==> config.mk <==
export PLATFORM = sky130hd
export DESIGN_NAME = izh_tdm_sched
export DESIGN_NICKNAME = d
export VERILOG_FILES = /design/src/rtl/izh_pkg.sv /design/src/rtl/izh_update.sv /design/src/rtl/izh_tdm_sched.sv
export SDC_FILE = /design/constraint.sdc
export NUM_CORES = 1
export LEC_CHECK = 0
export CAP_MARGIN = 15
export CORE_ASPECT_RATIO = 0.75
export CORE_MARGIN = 10
export CORE_UTILIZATION = 45
export CTS_CLUSTER_DIAMETER = 50
export DETAILED_ROUTE_END_ITERATION = 12
export PLACE_DENSITY_LB_ADDON = 0.05
export SETUP_SLACK_MARGIN = 0.4
export SYNTH_ARGS = -nofsm -noshare
export SYNTH_HDL_FRONTEND = slang
export SYNTH_SLANG_ARGS = --single-unit
==> constraint.sdc <==
create_clock -name clk -period 23.9 [get_ports clk]
set_input_delay 3.585 -clock clk [delete_from_list [all_inputs] [get_ports clk]]
set_output_delay 3.585 -clock clk [all_outputs]
set_load 0.01 [all_outputs]
==> src/rtl/izh_pkg.sv <==
// rtl/izh_pkg.sv - Q9.7 Izhikevich constants, widths, FSM state type and saturation helper
package izh_pkg;

    localparam int DW   = 16;
    localparam int CW   = 8;
    localparam int ACCW = 32;
    localparam int FRAC = 7;

    localparam logic signed [DW-1:0] A      = 16'sd3;      // 0.02
    localparam logic signed [DW-1:0] B      = 16'sd26;     // 0.2
    localparam logic signed [DW-1:0] C      = -16'sd8320;  // -65.0
    localparam logic signed [DW-1:0] D      = 16'sd1024;   // 8.0
    localparam logic signed [DW-1:0] THRESH = 16'sh0F00;   // 30.0

    localparam logic signed [ACCW-1:0] A32    = ACCW'(A);
    localparam logic signed [ACCW-1:0] B32    = ACCW'(B);
    localparam logic signed [ACCW-1:0] D32    = ACCW'(D);
    localparam logic signed [ACCW-1:0] K_QUAD = 32'sd5;     // 0.04 in Q9.7
    localparam logic signed [ACCW-1:0] K_LIN  = 32'sd5;     // plain integer gain
    localparam logic signed [ACCW-1:0] V_OFS  = 32'sd17920; // 140.0

    typedef enum logic [1:0] {
        IDLE = 2'd0,
        RD   = 2'd1,
        UPD  = 2'd2,
        DONE = 2'd3
    } izh_state_e;

    function automatic logic signed [DW-1:0] sat16(input logic signed [ACCW-1:0] x);
        if (x > 32'sd32767) begin
            return 16'sh7FFF;
        end else if (x < -32'sd32768) begin
            return 16'sh8000;
        end else begin
            return x[DW-1:0];
        end
    endfunction

endpackage

==> src/rtl/izh_update.sv <==
// rtl/izh_update.sv - combinational one-step Euler update of a single Izhikevich neuron
module izh_update
    import izh_pkg::*;
(
    input  logic signed [DW-1:0] v_i,
    input  logic signed [DW-1:0] u_i,
    input  logic        [CW-1:0] cur_i,
    output logic signed [DW-1:0] v_next_o,
    output logic signed [DW-1:0] u_next_o,
    output logic                 spike_o
);

    logic signed [ACCW-1:0] v_ext;
    logic signed [ACCW-1:0] u_ext;
    logic signed [ACCW-1:0] cur_ext;
    logic signed [ACCW-1:0] v_sq;
    logic signed [ACCW-1:0] quad;
    logic signed [ACCW-1:0] lin;
    logic signed [ACCW-1:0] v_sum;
    logic signed [ACCW-1:0] bv;
    logic signed [ACCW-1:0] du;
    logic signed [ACCW-1:0] u_sum;
    logic signed [ACCW-1:0] u_rst;

    always_comb begin
        v_ext   = ACCW'(v_i);
        u_ext   = ACCW'(u_i);
        cur_ext = ACCW'(cur_i) <<< FRAC;
        // v' = v + 0.04 v^2 + 5 v + 140 - u + I ; u' = u + a (b v - u)
        v_sq    = (v_ext * v_ext) >>> FRAC;
        quad    = (K_QUAD * v_sq) >>> FRAC;
        lin     = K_LIN * v_ext;
        v_sum   = v_ext + quad + lin + V_OFS - u_ext + cur_ext;
        bv      = (B32 * v_ext) >>> FRAC;
        du      = (A32 * (bv - u_ext)) >>> FRAC;
        u_sum   = u_ext + du;
        u_rst   = u_ext + D32;
        spike_o = (v_i >= THRESH);
        if (spike_o) begin
            v_next_o = C;
            u_next_o = sat16(u_rst);
        end else begin
            v_next_o = sat16(v_sum);
            u_next_o = sat16(u_sum);
        end
    end

endmodule

==> src/rtl/izh_tdm_sched.sv <==
// rtl/izh_tdm_sched.sv - time-multiplexed sweep scheduler sharing one izh_update datapath
module izh_tdm_sched
    import izh_pkg::*;
#(
    parameter int NEURONS = 4,
    parameter int IDW     = 2
) (
    input  logic                clk,
    input  logic                reset_n,
    input  logic                tick,
    input  logic                cur_we,
    input  logic [IDW-1:0]      cur_addr,
    input  logic [CW-1:0]       cur_data,
    input  logic                st_we,
    input  logic [IDW-1:0]      st_addr,
    input  logic [DW-1:0]       st_v,
    output logic                busy,
    output logic                done,
    output logic                spk_valid,
    output logic [IDW-1:0]      spk_id,
    input  logic                spk_ready,
    output logic                overrun
);

    localparam logic [IDW-1:0] LAST_IDX = IDW'(NEURONS - 1);

    izh_state_e state_q, state_d;
    logic [IDW-1:0] idx_q, idx_d;

    logic signed [DW-1:0] v_q   [NEURONS];
    logic signed [DW-1:0] v_d   [NEURONS];
    logic signed [DW-1:0] u_q   [NEURONS];
    logic signed [DW-1:0] u_d   [NEURONS];
    logic        [CW-1:0] cur_q [NEURONS];
    logic        [CW-1:0] cur_d [NEURONS];

    logic signed [DW-1:0] op_v_q, op_v_d;
    logic signed [DW-1:0] op_u_q, op_u_d;
    logic        [CW-1:0] op_cur_q, op_cur_d;

    logic           spk_valid_q, spk_valid_d;
    logic [IDW-1:0] spk_id_q, spk_id_d;
    logic           overrun_q, overrun_d;

    logic signed [DW-1:0] v_next;
    logic signed [DW-1:0] u_next;
    logic                 upd_spike;
    logic                 stall;

    izh_update u_update (
        .v_i      (op_v_q),
        .u_i      (op_u_q),
        .cur_i    (op_cur_q),
        .v_next_o (v_next),
        .u_next_o (u_next),
        .spike_o  (upd_spike)
    );

    // A new spike can only be accepted once the output slot is free or draining.
    assign stall = upd_spike && spk_valid_q && !spk_ready;

    always_comb begin
        state_d     = state_q;
        idx_d       = idx_q;
        v_d         = v_q;
        u_d         = u_q;
        cur_d       = cur_q;
        op_v_d      = op_v_q;
        op_u_d      = op_u_q;
        op_cur_d    = op_cur_q;
        spk_valid_d = spk_valid_q && !spk_ready;
        spk_id_d    = spk_id_q;
        overrun_d   = overrun_q || (tick && (state_q != IDLE));

        if (cur_we) begin
            cur_d[cur_addr] = cur_data;
        end

        case (state_q)
            IDLE: begin
                if (st_we) begin
                    v_d[st_addr] = st_v;
                end
                if (tick) begin
                    state_d = RD;
                    idx_d   = '0;
                end
            end
            RD: begin
                op_v_d   = v_q[idx_q];
                op_u_d   = u_q[idx_q];
                op_cur_d = cur_q[idx_q];
                state_d  = UPD;
            end
            UPD: begin
                if (!stall) begin
                    v_d[idx_q] = v_next;
                    u_d[idx_q] = u_next;
                    if (upd_spike) begin
                        spk_valid_d = 1'b1;
                        spk_id_d    = idx_q;
                    end
                    if (idx_q == LAST_IDX) begin
                        state_d = DONE;
                    end else begin
                        idx_d   = idx_q + 1'b1;
                        state_d = RD;
                    end
                end
            end
            DONE: begin
                state_d = IDLE;
            end
            default: begin
                state_d = IDLE;
            end
        endcase
    end

    always_ff @(posedge clk or negedge reset_n) begin
        if (!reset_n) begin
            state_q     <= IDLE;
            idx_q       <= '0;
            op_v_q      <= '0;
            op_u_q      <= '0;
            op_cur_q    <= '0;
            spk_valid_q <= 1'b0;
            spk_id_q    <= '0;
            overrun_q   <= 1'b0;
            for (int i = 0; i < NEURONS; i++) begin
                v_q[i]   <= '0;
                u_q[i]   <= '0;
                cur_q[i] <= '0;
            end
        end else begin
            state_q     <= state_d;
            idx_q       <= idx_d;
            op_v_q      <= op_v_d;
            op_u_q      <= op_u_d;
            op_cur_q    <= op_cur_d;
            spk_valid_q <= spk_valid_d;
            spk_id_q    <= spk_id_d;
            overrun_q   <= overrun_d;
            v_q         <= v_d;
            u_q         <= u_d;
            cur_q       <= cur_d;
        end
    end

    assign busy      = (state_q != IDLE);
    assign done      = (state_q == DONE);
    assign spk_valid = spk_valid_q;
    assign spk_id    = spk_id_q;
    assign overrun   = overrun_q;

endmodule

### After elaboration in Yosys (flattened, before gate mapping)

Index checks and enable logic that the tools add are counted.

| word-level totals | value |
|---|---|
| bits in registers | 208 |
| bits of input ports | 34 |
| output and inout port bits | 6 |

| cells by class | value |
|---|---|
| add/sub/neg operators | 9 |
| $mul | 5 |
| $lt $le $gt $ge | 13 |
| equal/unequal tests | 8 |
| mux-type cells | 41 |
| bitwise operators | 4 |
| reductions and logical operators | 17 |

Operators with widths:

| cell | number |
|---|---|
| 2-to-1 mux 16 bit | 14 |
| bitwise mux 64 bit | 3 |
| 2-to-1 mux 64 bit | 2 |
| one-hot mux 64 bit (2 select lines) | 1 |
| > comparator 32 x 16 -> 1 bit, second input constant | 3 |
| < comparator 32 x 16 -> 1 bit, second input constant | 3 |
| binary-select mux 16 bit (select 2 bit) | 2 |
| demux 16 bit (select 2 bit) | 2 |
| adder 32 x 16 -> 32 bit | 1 |
| adder 32 x 16 -> 32 bit, second input constant | 1 |
| adder 32 bit | 1 |
| bitwise mux 32 bit | 1 |
| multiplier 16 x 16 -> 32 bit | 1 |
| subtractor 32 x 16 -> 32 bit | 1 |
| multiplier 4 x 25 -> 29 bit, first input constant | 1 |
| adder 16 x 25 -> 26 bit | 1 |
| 2-to-1 mux 8 bit | 3 |
| adder 16 x 22 -> 23 bit | 1 |
| multiplier 5 x 16 -> 21 bit, first input constant | 1 |
| multiplier 3 x 17 -> 20 bit, first input constant | 1 |
| multiplier 4 x 16 -> 20 bit, first input constant | 1 |
| adder 16 x 12 -> 17 bit, second input constant | 1 |
| subtractor 15 x 16 -> 17 bit | 1 |
| binary-select mux 8 bit (select 2 bit) | 1 |
| other kinds (22) | 49 |

### Logic depth before layout (Yosys ltp)

| depth | value |
|---|---|
| depth in word-level cells | 14 |
| mapped depth | 66 |

### Cells and area by module

A second synthesis with hierarchy kept.

| second synthesis, totals | value |
|---|---|
| cell total of the unflattened synthesis | 2638 |
| area, all modules | 27061.0 um^2 |

By module, submodules not included:

| module | times used | cells each | area each (um^2) | sequential area each (um^2) |
|---|---|---|---|---|
| izh_update | 1 | 2027 | 17501.8 | 0.0 |
| izh_tdm_sched | 1 | 611 | 9559.2 | 5205.0 |

### Least setup slack after synthesis

No wires, ideal clock.

| timing | value |
|---|---|
| kind | register to register |
| start | register op_v_q[15] |
| end | register v_q[45] in the netlist's numbering |
| setup time | 0.074 ns |
| arrival | 13.719 ns |
| data required time | 23.826 ns |
| slack | 10.107 ns |
| cell stages (with the launch flop) | 54 |
| path buffers | 2 |
| period minus slack after synthesis | 13.793 ns |
| path through | dfrtp_1 -> clkbuf_1 -> clkbuf_1 -> nand2_1 -> fa_1 -> inv_1 -> fa_1 -> fa_1 -> fa_1 -> fa_1 -> inv_1 -> fa_1 -> inv_1 -> ha_1 -> a21o_1 -> a21o_1 -> a21o_1 -> a21oi_1 -> [18 not listed] -> a41oi_1 -> o21ai_0 -> a2111oi_0 -> a21o_1 -> fa_1 -> ha_1 -> fa_1 -> ha_1 -> a21oi_1 -> o21ai_0 -> or2_2 -> o21a_1 -> a21o_1 -> nor3_1 -> a21oi_2 -> or2_1 -> or3_4 -> o21ai_2 |

| between the ends | value |
|---|---|
| longest elaborated chain between the ends | 14 |

Ends and longest elaborated chain:

| item | RTL line | text |
|---|---|---|
| start: declaration | izh_tdm_sched.sv:37 | `logic signed [DW-1:0] op_v_q, op_v_d;` |
| start signal: assignment | izh_tdm_sched.sv:138 | `op_v_q <= op_v_d;` |
| multiplier 16 x 16 -> 32 bit | izh_update.sv:30 | `v_sq = (v_ext * v_ext) >>> FRAC;` |
| multiplier 4 x 25 -> 29 bit | izh_update.sv:31 | `quad = (K_QUAD * v_sq) >>> FRAC;` |
| adder 16 x 22 -> 23 bit | izh_update.sv:33 | `v_sum = v_ext + quad + lin + V_OFS - u_ext + cur_ext;` |
| adder 32 bit | izh_update.sv:33 |  |
| adder 32 x 16 -> 32 bit | izh_update.sv:33 |  |
| subtractor 32 x 16 -> 32 bit | izh_update.sv:33 |  |
| adder 32 x 16 -> 32 bit | izh_update.sv:33 |  |
| < comparator 32 x 16 -> 1 bit | izh_pkg.sv:32 | `end else if (x < -32'sd32768) begin` |
| 2-to-1 mux 16 bit | izh_pkg.sv:32 |  |
| 2-to-1 mux 16 bit | izh_pkg.sv:30 | `if (x > 32'sd32767) begin` |
| 2-to-1 mux 16 bit | izh_update.sv:39 | `if (spike_o) begin` |
| bitwise mux 64 bit | izh_tdm_sched.sv:97 | `v_d[idx_q] = v_next;` |
| 2-to-1 mux 64 bit | izh_tdm_sched.sv:96 | `if (!stall) begin` |
| one-hot mux 64 bit (2 select lines) | izh_tdm_sched.sv:79 | `case (state_q)` |
| end signal: assignment | izh_tdm_sched.sv:144 | `v_q <= v_d;` |
| end: declaration | izh_tdm_sched.sv:30 | `logic signed [DW-1:0] v_q [NEURONS];` |

Several ways; a longest one is shown, not always the timed one. The select of a mux whose other input is x is not followed.
A chain may end at the register's enable or synchronous reset.

### Worst setup path after layout

| timing | value |
|---|---|
| start | register op_v_q[1] |
| end | register v_q[36] in the netlist's numbering |

Same word-level chain as after synthesis.

==> results.cfg <==
[setup_path]
crit_fanout = 18
r2r-start = op_v_q[1]
required_ns = 24.28
cp-startpoint = op_v_q[1]
crit_type = flip-flop to flip-flop
arrival_ns = 17.29
reg2reg_depth = 59
critical_path.slowest_cell = a2111oi_1
rr_endpoint = v_q[36]
start_kind = flip-flop
cp-end-kind = flip-flop
rrSetupSlack_ns = 6.99
max_stage_delay_ns = 0.89

[synth]
avgSynthCellArea_um2 = 9.628
yosys_warnings = 0
async_flop_share = 1.000
syn_area_um2 = 27340
synth-seq-cells = 208
synth-edff-count = 0
ys_seq_area_frac = 0.1904
ys_types = 86
syn-instance-count = 2840
syn_nets = 3539
yosysTopAreaCell = fa_1
synthFlopType = dfrtp_1
netlist.area_leader.share = 0.2079
synth_area_leaders = fa_1 21%, dfrtp_1 19%, ha_1 17%

[placed_design]
gp_congestion = 0.8984
hpwl_mm = 59.97
io_buffers = 39

[timing]
finalCriticalPeriod_ns = 16.91
fin_skew_ns = 0.02481
finalSetupViolCount = 0
relSlewSlack = 0.2328
setup_tns_ns = 0
final_hold_viol_count = 0
grt_setup_unrepaired = no
max_freq_ghz = 0.05914
maxSlewViolCount = 0
layout_worst_path_cycle_share = 0.7075
worst_pin_slew_ns = 1.148

[route]
highest_layer = met4
vias = 20430
wl_met3_mm = 4.309
antenna_left = 0
first_pass_iters = 5
wl_mm = 73.83
vias_per_cell = 5.559
remaining_drc_errors = 0
dr_wl_met2_mm = 32.31
wl_per_cell_um = 20.08
wl_met1_mm = 35.64
drtIter0Drc = 1171

[clock_network]
cts_resized = 0
clock_sinks = 208
cts_setup_buffers = 0
numCtsBuffers = 25
cts_root_buffer = clkbuf_16
holdBufCountCts = 0
clock_path_buffers = 3
clk_latency_ns = 0.54
h-tree-depth = 1
path_clk_slew_ns = 0.06
cts_tree = done

[floorplan]
ios = 40
design.core.area_um2 = 60310
initial_core_util = 0.4533
die_h_um = 233.5
dieArea_um2 = 71120
dieWidth_um = 304.6
num_rows = 78

[global_routing]
grt_antenna_before_repair = 1
grt-ovfl-total = 0
grtUsageTotal = 0.2111
grt_pass1_wl_mm = 120.1
grt_max_degree = 77
grt_pass1_vias = 21400

[worst_hold_path]
hold_path.startpoint = overrun
holdPathEnd = overrun
hp-class = flip-flop to flip-flop
holdPathStages = 1

[finish]
final_nets = 3557
area_growth_pct = 7.715
final_cell_mix = 508 x inv_1, 381 x ha_1, 284 x fa_1, 206 x dfrtp_1, 199 x nand2_1
drive_gt1_frac = 0.08727
final_common_cell = inv_1
diodes = 0

[status]
outcome = completed

[run]
cap_violations = 0
[stage by stage]
step	hold slack (ns)	std cells	cell area (µm²)	worst slack [ns]	utilization
after CTS	0.4590	3676	29450	7.109	0.4883
after detailed placement	0.4447	3631	28650	7.166	0.4749
final	0.4565	3676	29450	6.990	0.4883
after floorplan	0.4432	2840	27340	10.11	-
after global routing	0.4886	3676	29450	5.671	0.4883
after global placement	0.4364	3631	28650	7.917	0.4749
[routing by layer]
metal	up-vias	track usage
li1	9584	-
met1	10250	0.3044
met2	522	0.3304
met3	83	0.03547
met4	0	0.04238
met5	-	0
[worst max-delay path, delay by kind of cell, from the launching register on]
| kind | cells | cell delay (ns) |
|---|---|---|
| AO/OA/AOI/OAI | 23 | 5.96 |
| adder cells (fa/ha/maj) | 14 | 5.56 |
| AND/OR/NAND/NOR | 13 | 2.69 |
| buffers and inverters | 6 | 1.06 |
| flip-flops | 1 | 0.81 |
| XOR/XNOR | 3 | 0.61 |
[sequential cells by signal (all words and copies together), names as in the netlist]
signal	flops
cur_q	32
idx_q	2
op_cur_q	8
op_u_q	16
op_v_q	16
overrun	1
spk_id	2
spk_valid	1
state_q	2
u_q	64
v_q	64
[cell families (layout without fill, tap and decap cells)]
group | Yosys count | in the layout | synth area share
adders and majority gates | 665 | 665 | 0.3823
muxes | 132 | 132 | 0.07061
xor gates and xnor gates | 140 | 140 | 0.04485
and+or+nand+nor | 569 | 569 | 0.09701
AOI/OAI and AO/OA | 547 | 547 | 0.1349
buffers and inverters | 579 | 615 | 0.07994
DFF | 208 | 208 | 0.1904
[final cells by class]
cell class                      count  area, µm²
Clock buffer                       33      705.7
Timing Repair Buffer               59      544.3
Clock inverter                     12      101.3
Multi-Input combinational cell   2053      19970
Sequential cell                   208       5207
Inverter                          511       1918
Fill cell                        5737      30860
Tap cell                          800       1001
[how the worst max path moves through the flow]
stage | slack (ns) | cells past startpoint | to
after floorplan | 10.11 | 53 | v_q[45]
after global placement | 7.92 | 59 | v_q[36]
after detailed placement | 7.17 | 59 | v_q[36]
after CTS | 7.11 | 59 | v_q[36]
after global routing | 5.67 | 59 | v_q[52]
final | 6.99 | 59 | v_q[36]
[cells in the mapped netlist (all sizes together), types with 6 or more instances]
| master | number |
|---|---|
| a211oi | 16 |
| a21boi | 10 |
| a21o | 35 |
| a21oi | 91 |
| a221oi | 8 |
| a22oi | 64 |
| a311oi | 6 |
| a31oi | 14 |
| and2 | 22 |
| and3 | 13 |
| buf | 12 |
| clkbuf | 56 |
| dfrtp | 208 |
| fa | 284 |
| ha | 381 |
| inv | 508 |
| mux2 | 87 |
| mux4 | 40 |
| nand2 | 200 |
| nand2b | 20 |
| nand3 | 29 |
| nand4 | 8 |
| nor2 | 172 |
| nor2b | 23 |
| nor3 | 37 |
| o2111ai | 7 |
| o211ai | 36 |
| o21a | 35 |
| o21ai | 158 |
| o21bai | 13 |
| o31ai | 11 |
| or2 | 10 |
| or3 | 21 |
| xnor2 | 103 |
| xor2 | 37 |
Power is not shown: default switching activity piles up to over one toggle a cycle in this logic, so the estimate is an artifact.
